## src/rtl/imem_encoder.sv

```systemverilog
// Packs decoded instruction fields into 32-bit words and writes them sequentially into instruction memory.
// Define IMEM_CHECKSUM_EN to keep a running XOR of the written words; otherwise checksum is tied to zero.
module imem_encoder #(
  parameter int ADDR_W = 12
) (
  input  logic              clock,
  input  logic              reset,
  input  logic              clear,
  input  logic              in_valid,
  output logic              in_ready,
  input  logic [4:0]        in_op,
  input  logic [4:0]        in_rd,
  input  logic [4:0]        in_rs,
  input  logic [4:0]        in_rt,
  input  logic [4:0]        in_shamt,
  input  logic [4:0]        in_aluop,
  input  logic [16:0]       in_imm,
  input  logic [26:0]       in_target,
  output logic              imem_wren,
  output logic [ADDR_W-1:0] imem_addr,
  output logic [31:0]       imem_data,
  output logic [ADDR_W:0]   count,
  output logic              full,
  output logic              err_illegal,
  output logic [31:0]       checksum
);

  // state   | meaning
  // S_IDLE  | ready for the next set of fields
  // S_WRITE | encoded word is on imem_data, strobe asserted
  // S_FULL  | every address written; waits for clear or reset
  typedef enum logic [1:0] {
    S_IDLE  = 2'd0,
    S_WRITE = 2'd1,
    S_FULL  = 2'd2
  } state_t;

  localparam logic [ADDR_W:0] DEPTH = {1'b1, {ADDR_W{1'b0}}};

  state_t          state_q, state_d;
  logic [ADDR_W:0] count_q, count_d;
  logic [ADDR_W:0] count_inc;
  logic [31:0]     data_q, data_d;
  logic            err_q, err_d;
  logic [31:0]     word;
  logic            legal;
  logic            accept;

  always_comb begin
    word  = 32'h0;
    legal = 1'b1;
    case (in_op)
      5'b00000:
        word = {in_op, in_rd, in_rs, in_rt, in_shamt, in_aluop, 2'b00};
      5'b00101, 5'b00111, 5'b01000, 5'b00010, 5'b00110:
        word = {in_op, in_rd, in_rs, in_imm};
      5'b00001, 5'b00011, 5'b10110, 5'b10101:
        word = {in_op, in_target};
      5'b00100:
        word = {in_op, in_rd, 22'd0};
      default:
        legal = 1'b0;
    endcase
  end

  assign accept    = in_valid & in_ready;
  assign count_inc = count_q + 1'b1;

  // state register
  always_ff @(posedge clock) begin
    if (!reset) state_q <= S_IDLE;
    else        state_q <= state_d;
  end

  // next-state logic
  always_comb begin
    state_d = state_q;
    if (clear) begin
      state_d = S_IDLE;
    end else begin
      case (state_q)
        S_IDLE:  if (accept && legal) state_d = S_WRITE;
        S_WRITE: state_d = (count_inc == DEPTH) ? S_FULL : S_IDLE;
        S_FULL:  state_d = S_FULL;
        default: state_d = S_IDLE;
      endcase
    end
  end

  // outputs; reset and clear gate the strobe combinationally so an in-flight write is dropped
  always_comb begin
    in_ready  = reset && !clear && (state_q == S_IDLE);
    imem_wren = reset && !clear && (state_q == S_WRITE);
    full      = (state_q == S_FULL);
  end

  always_comb begin
    count_d = count_q;
    data_d  = data_q;
    err_d   = err_q;
    if (clear) begin
      count_d = '0;
      err_d   = 1'b0;
    end else begin
      if (state_q == S_WRITE)  count_d = count_inc;
      if (accept && legal)     data_d  = word;
      if (accept && !legal)    err_d   = 1'b1;
    end
  end

  always_ff @(posedge clock) begin
    if (!reset) begin
      count_q <= '0;
      data_q  <= 32'h0;
      err_q   <= 1'b0;
    end else begin
      count_q <= count_d;
      data_q  <= data_d;
      err_q   <= err_d;
    end
  end

  assign imem_addr   = count_q[ADDR_W-1:0];
  assign imem_data   = data_q;
  assign count       = count_q;
  assign err_illegal = err_q;

`ifdef IMEM_CHECKSUM_EN
  logic [31:0] csum_q, csum_d;

  always_comb begin
    csum_d = csum_q;
    if (clear)          csum_d = 32'h0;
    else if (imem_wren) csum_d = csum_q ^ data_q;
  end

  always_ff @(posedge clock) begin
    if (!reset) csum_q <= 32'h0;
    else        csum_q <= csum_d;
  end

  assign checksum = csum_q;
`else
  assign checksum = 32'h0;
`endif

endmodule

```

## config.mk

```make
export PLATFORM = sky130hd
export DESIGN_NAME = imem_encoder
export DESIGN_NICKNAME = d
export VERILOG_FILES = /design/src/rtl/imem_encoder.sv
export SDC_FILE = /design/constraint.sdc
export NUM_CORES = 1
export LEC_CHECK = 0
export ABC_AREA = 1
export CAP_MARGIN = 5
export CORE_ASPECT_RATIO = 0.9
export CORE_MARGIN = 4
export CORE_UTILIZATION = 35
export CTS_BUF_LIST = sky130_fd_sc_hd__clkbuf_16
export DETAILED_ROUTE_END_ITERATION = 6
export PLACE_DENSITY = 0.76
export SLEW_MARGIN = 5
export SYNTH_ARGS = -nofsm -noshare
export SYNTH_HDL_FRONTEND = slang
export SYNTH_SLANG_ARGS = --single-unit
```

## constraint.sdc

```tcl
create_clock -name clock -period 1.43 [get_ports clock]
set_input_delay 0.2145 -clock clock [delete_from_list [all_inputs] [get_ports clock]]
set_output_delay 0.2145 -clock clock [all_outputs]
set_load 0.05 [all_outputs]
```

==> Word-level counts from Yosys, hierarchy flattened <==
Index checks and enable logic that the tools add are counted.
{ "op_classes": {"addsub": 1, "n_eq_ne": 14, "mux": 5, "bitwise_logic": 3, "n_reduce_logical": 14} }
{ "op_table": {"columns": ["op", "count"], "rows": [
  ["$pmux 32 s4", 1],
  ["$eq 5x3->1 const B", 4],
  ["$add 13x1->13 const B", 1],
  ["$eq 13x13->1 const B", 1],
  ["$reduce_or 11->1", 1],
  ["$eq 5x2->1 const B", 2],
  ["$eq 5x5->1 const B", 2],
  ["$pmux 2 s3", 1],
  ["$eq 5x1->1 const B", 1],
  ["$eq 5x4->1 const B", 1],
  ["$logic_and 1x1->1", 5],
  ["$logic_not 5->1", 1],
  ["$reduce_or 5->1", 1],
  ["$mux 2", 2],
  ["$reduce_or 4->1", 1],
  ["$eq 2x1->1 const B", 1],
  ["$eq 2x2->1 const B", 1],
  ["$logic_not 1->1", 2],
  ["$logic_not 2->1", 1],
  ["$ne 2x1->1 const B", 1],
  ["$not 1->1", 2],
  ["$reduce_and 2->1", 1],
  ["$reduce_or 2->1", 1],
  ["$and 1x1->1", 1],
  ["$mux 1", 1]
]} }
{ "word_totals": {"ff_bits": 48, "input_bits": 78, "word_cells": 41} }

==> Longest topological paths before layout <==
{ "depth": {"word_depth": 7, "ltp_mapped": 10, "mapped_depth_nobuf": 10} }

==> Least setup slack after synthesis <==
No wires, ideal clock.
{ "synth_timing": {"kind": "reg2reg", "from": "reg count_q[1] (netlist: count[1])", "to": "reg state_q[1]", "arrival_time_ns": 1.833, "slack_ns": -0.473, "stages_incl_launch_ff": 10, "n_path_buf": 0, "period_less_slack_ns": 1.903, "cell_sequence": "dfxtp_1 > ha_1 > nand2_1 > nor2_1 > nand2_1 > o21ai_0 > nand2_1 > nor2_1 > nand3_1 > a21oi_1"} }
{ "synth_between": {"elab_chain_len": 4} }
{ "synth_rtl": {"columns": ["item", "line", "source"], "rows": [
  ["start, declared", "41", "logic [ADDR_W:0] count_q, count_d;"],
  ["start signal, assigned", "117", "count_q <= count_d;"],
  ["$add 13x1->13", "67", "assign count_inc = count_q + 1'b1;"],
  ["$eq 13x13->1", "83", "S_WRITE: state_d = (count_inc == DEPTH) ? S_FULL : S_IDLE;"],
  ["$mux 2", "83", null],
  ["$pmux 2 s3", "81", "case (state_q)"],
  ["end signal, assigned", "72", "else state_q <= state_d;"],
  ["end, declared", "40", "state_t state_q, state_d;"]
]} }
No other way between the ends.
A chain may end at the register's enable or synchronous reset.

==> Worst setup path after layout <==
{ "layout_timing": {"from": "reg count_q[0] (netlist: count[0])", "to": "reg state_q[1]"} }
Same word-level chain as after synthesis.

==> summary.txt <==
Timing
  – Final worst slack: -0.0348 ns
  – Hold Fails Final Rpt: 0
  – Final Setup Violations: 1
  – Worst hold margin: 0.219 ns
  – Fin crit share: 1.02
  – Clk_skew: 0.00493 ns
  – Setup_tns: -0.0348 ns
  – Final Max Tran Viols: 0
  – Max Freq: 0.683 GHz
  – Unrepaired setup endpoints after global routing: true
  – Minimum clock period: 1.46 ns

Route
  – Vias/cell: 4.81
  – Antenna-violating nets left: 0
  – Iter 0 DRT Violations: 152
  – Via count: 3659
  – Routed length per placed instance: 14.8 µm
  – Final wirelength: 11300 µm
  – DRC: 0
  – Drt first pass iters: 4

Place
  – GPL Wtd Cong: 0.825
  – Port Buf Inserts: 138
  – Hpwl dp: 8050 µm
  – Place WS: -0.606 ns

Die
  – Row cnt: 32
  – Die width: 107 µm
  – Core area: 8570 µm²
  – IO Count: 171
  – Die footprint: 10300 µm²
  – Initial Utilization: 0.358
  – Die height: 96.8 µm

Worst setup path
  – Crit-path cells: ha_4, nand2_2, nor2_4, nand2_2, o21ai_1, nand2_1, nor2_1, nand3_1, a21oi_2
  – Worst-case reg-to-reg path depth: 9
  – CP Capture Type: flip-flop
  – Crit path kind: flip-flop to flip-flop
  – Worst Path Required: 1.64 ns
  – CP most frequent cell: nand2_2
  – Crit Path Max Fanout: 4
  – Slack of the worst reg-to-reg path: -0.03 ns
  – Critical path's slowest cell: dfxtp_4
  – Worst R2R Start: count[0]
  – Max incr delay on CP: 0.36 ns
  – Reg2reg end: state_q[1]
  – CP Launch Type: flip-flop
  – CP bufs+invs: 0
  – Crit-path leading delay family: simple AND/OR/NAND/NOR gates
  – Worst Path Arrival: 1.68 ns

Synthesis
  – Post-Syn Area per Cell: 6.55 µm²
  – Share of the synthesized area in the top cell type: 0.313
  – Prevailing post-synth register cell: dfxtp_1
  – Most numerous cell in the Yosys netlist: nand2_1
  – Area of the mapped netlist: 3070 µm²
  – Cells after Synth: 468
  – Post-synth EDFFs: 0
  – Sequential fraction of the synthesis area: 0.313
  – Total number of yosys warnings: 0
  – Distinct cells, synth: 31
  – Yosys reg bits: 48
  – Post-synth top area cell: dfxtp_1
  – Most frequent cells after synthesis: nand2_1 (160), nand3_1 (50), dfxtp_1 (48)
  – Largest cells by area after synthesis: dfxtp_1 (31%), nand2_1 (20%), buf_4 (11%)
  – FFs w/ async S/R, synth: 0

Run status
  – Failing checks: negative setup slack
  – Status: finished, violations left

GRT
  – Total congestion overflow: 0
  – Number of global-route vias before repair: 3540
  – Initial antenna violation count: 0
  – Largest net degree at the start of global routing: 33
  – First-pass GRT wire length: 16600 µm
  – Total GRT Usage: 0.196

Min path
  – Worst Hold Path EP: imem_data[28]
  – Hold_sp: in_op[1]
  – Hold depth: 3
  – Hold crit path type: primary input to flip-flop

Job
  – Max cap viols: 0

Pwr
  – Combinational share of power: 0.263
  – Net Sw Frac: 0.297
  – Internal power: 2.56 mW
  – Sw Pwr: 1.08 mW
  – Clock power frac: 0.364
  – Sequential power share: 0.373
  – VDD IR max: 438 µV
  – Leak Pwr: 2.48 nW
  – PwrDens: 623 nW/µm²

Clock tree
  – Clk sink count: 48
  – Clock root cell: clkbuf_16
  – TritonCTS buffer count: 5
  – Clock latency on the worst-skew pair: 0.29 ns
  – Clock tree buffer depth: 2
  – H-tree Lvls: 2
  – CTS tree: built
  – Clk slew on worst S/H paths: 0.07 ns

Cells and area
  – Core Util, Final: 0.682
  – Area grow syn2layout: 90.7%
  – Fraction of layout cells with a size suffix above 1: 0.330
  – Diodes inserted: 0
  – Nets: 720
## metrics by stage
stage / power, mW / instances / area (µm²)
2_1_floorplan: 1.92 / 499 / 3240
3_3_place_gp: 2.24 / 740 / 5280
3_5_place_dp: 2.26 / 740 / 5280
4_1_cts: 3.59 / 752 / 5570
5_1_grt: 3.76 / 761 / 5850
6_report: 3.64 / 761 / 5850
## layout by cell type (no fill, tap or decap), types with 6 or more instances in the layout
master	count
a21oi_1	27
a21oi_2	15
buf_12	65
buf_4	46
clkbuf_16	6
clkdlybuf4s50_1	70
conb_1	32
dfxtp_1	35
dfxtp_2	8
inv_1	29
nand2_1	147
nand2_2	8
nand2_4	7
nand3_1	44
nand3_2	6
nor2_1	12
nor2_2	8
nor2_4	7
o21ai_0	10
## per-layer routing
layer,track usage,part of all wire
met2,0.356,0.50
met1,0.214,0.37
met3,0.0607,0.096
met4,0.0678,0.035
met5,0,0
## tightest hold or removal path, cell delays in order
cell,delay (ns)
clkbuf_2,0.12
nand3_2,0.08
a21oi_2,0.04
## registers in the layout, summed over array words and instances (netlist names)
| register | cells |
|---|---|
| imem_data | 32 |
| state_q | 2 |
| err_illegal | 1 |
| count | 13 |
## power groups by stage
stage | combinational (mW) | clock [mW] | sequential [mW]
global placement | 0.850 | 0 | 1.39
floorplan | 0.486 | 0 | 1.43
global route | 1.01 | 1.39 | 1.36
finish | 0.957 | 1.33 | 1.36
detailed placement | 0.863 | 0 | 1.39
CTS | 0.898 | 1.34 | 1.36
## how the worst max path moves through the flow
stage          startpoint             to  slack (ns)  cells past startpoint
6_report         count[0]     state_q[1]       -0.03                      9
2_1_floorplan       reset   imem_data[0]       -0.30                     10
5_1_grt          count[0]     state_q[1]       -0.15                      9
3_5_place_dp        reset  imem_data[17]       -0.61                     10
3_3_place_gp        reset  imem_data[19]       -0.52                     10
4_1_cts        state_q[0]      imem_wren        0.01                      5
## cells by family after synthesis
family                     synth area share
AOI/OAI and AO/OA                     0.129
xor gates and xnor gates            0.00286
adders and majority gates           0.00408
buffers and inverters                 0.192
DFF                                   0.313
other                               0.00122
and+or+nand+nor                       0.357
## area by class of cell
cell class | count | area (µm²)
well taps | 119 | 149
multi-input cells | 357 | 1890
flip-flops and latches | 48 | 990
clock inverters | 3 | 38.8
inverters | 35 | 159
clock buffers | 5 | 125
repair buffers | 193 | 2490
fillers | 650 | 2720
repair inverters | 1 | 8.76
## repair_timing
| action | in CTS | in global routing |
|---|---|---|
| setup buffers | 2 | 5 |
| setup endpoints to repair | 43 | 36 |
| pin swaps | 5 | 37 |
| hold buffers | 0 | 0 |
| gates resized for setup | 33 | 70 |
| gates cloned | 2 | 4 |
Power figures use the tool's default switching activity.
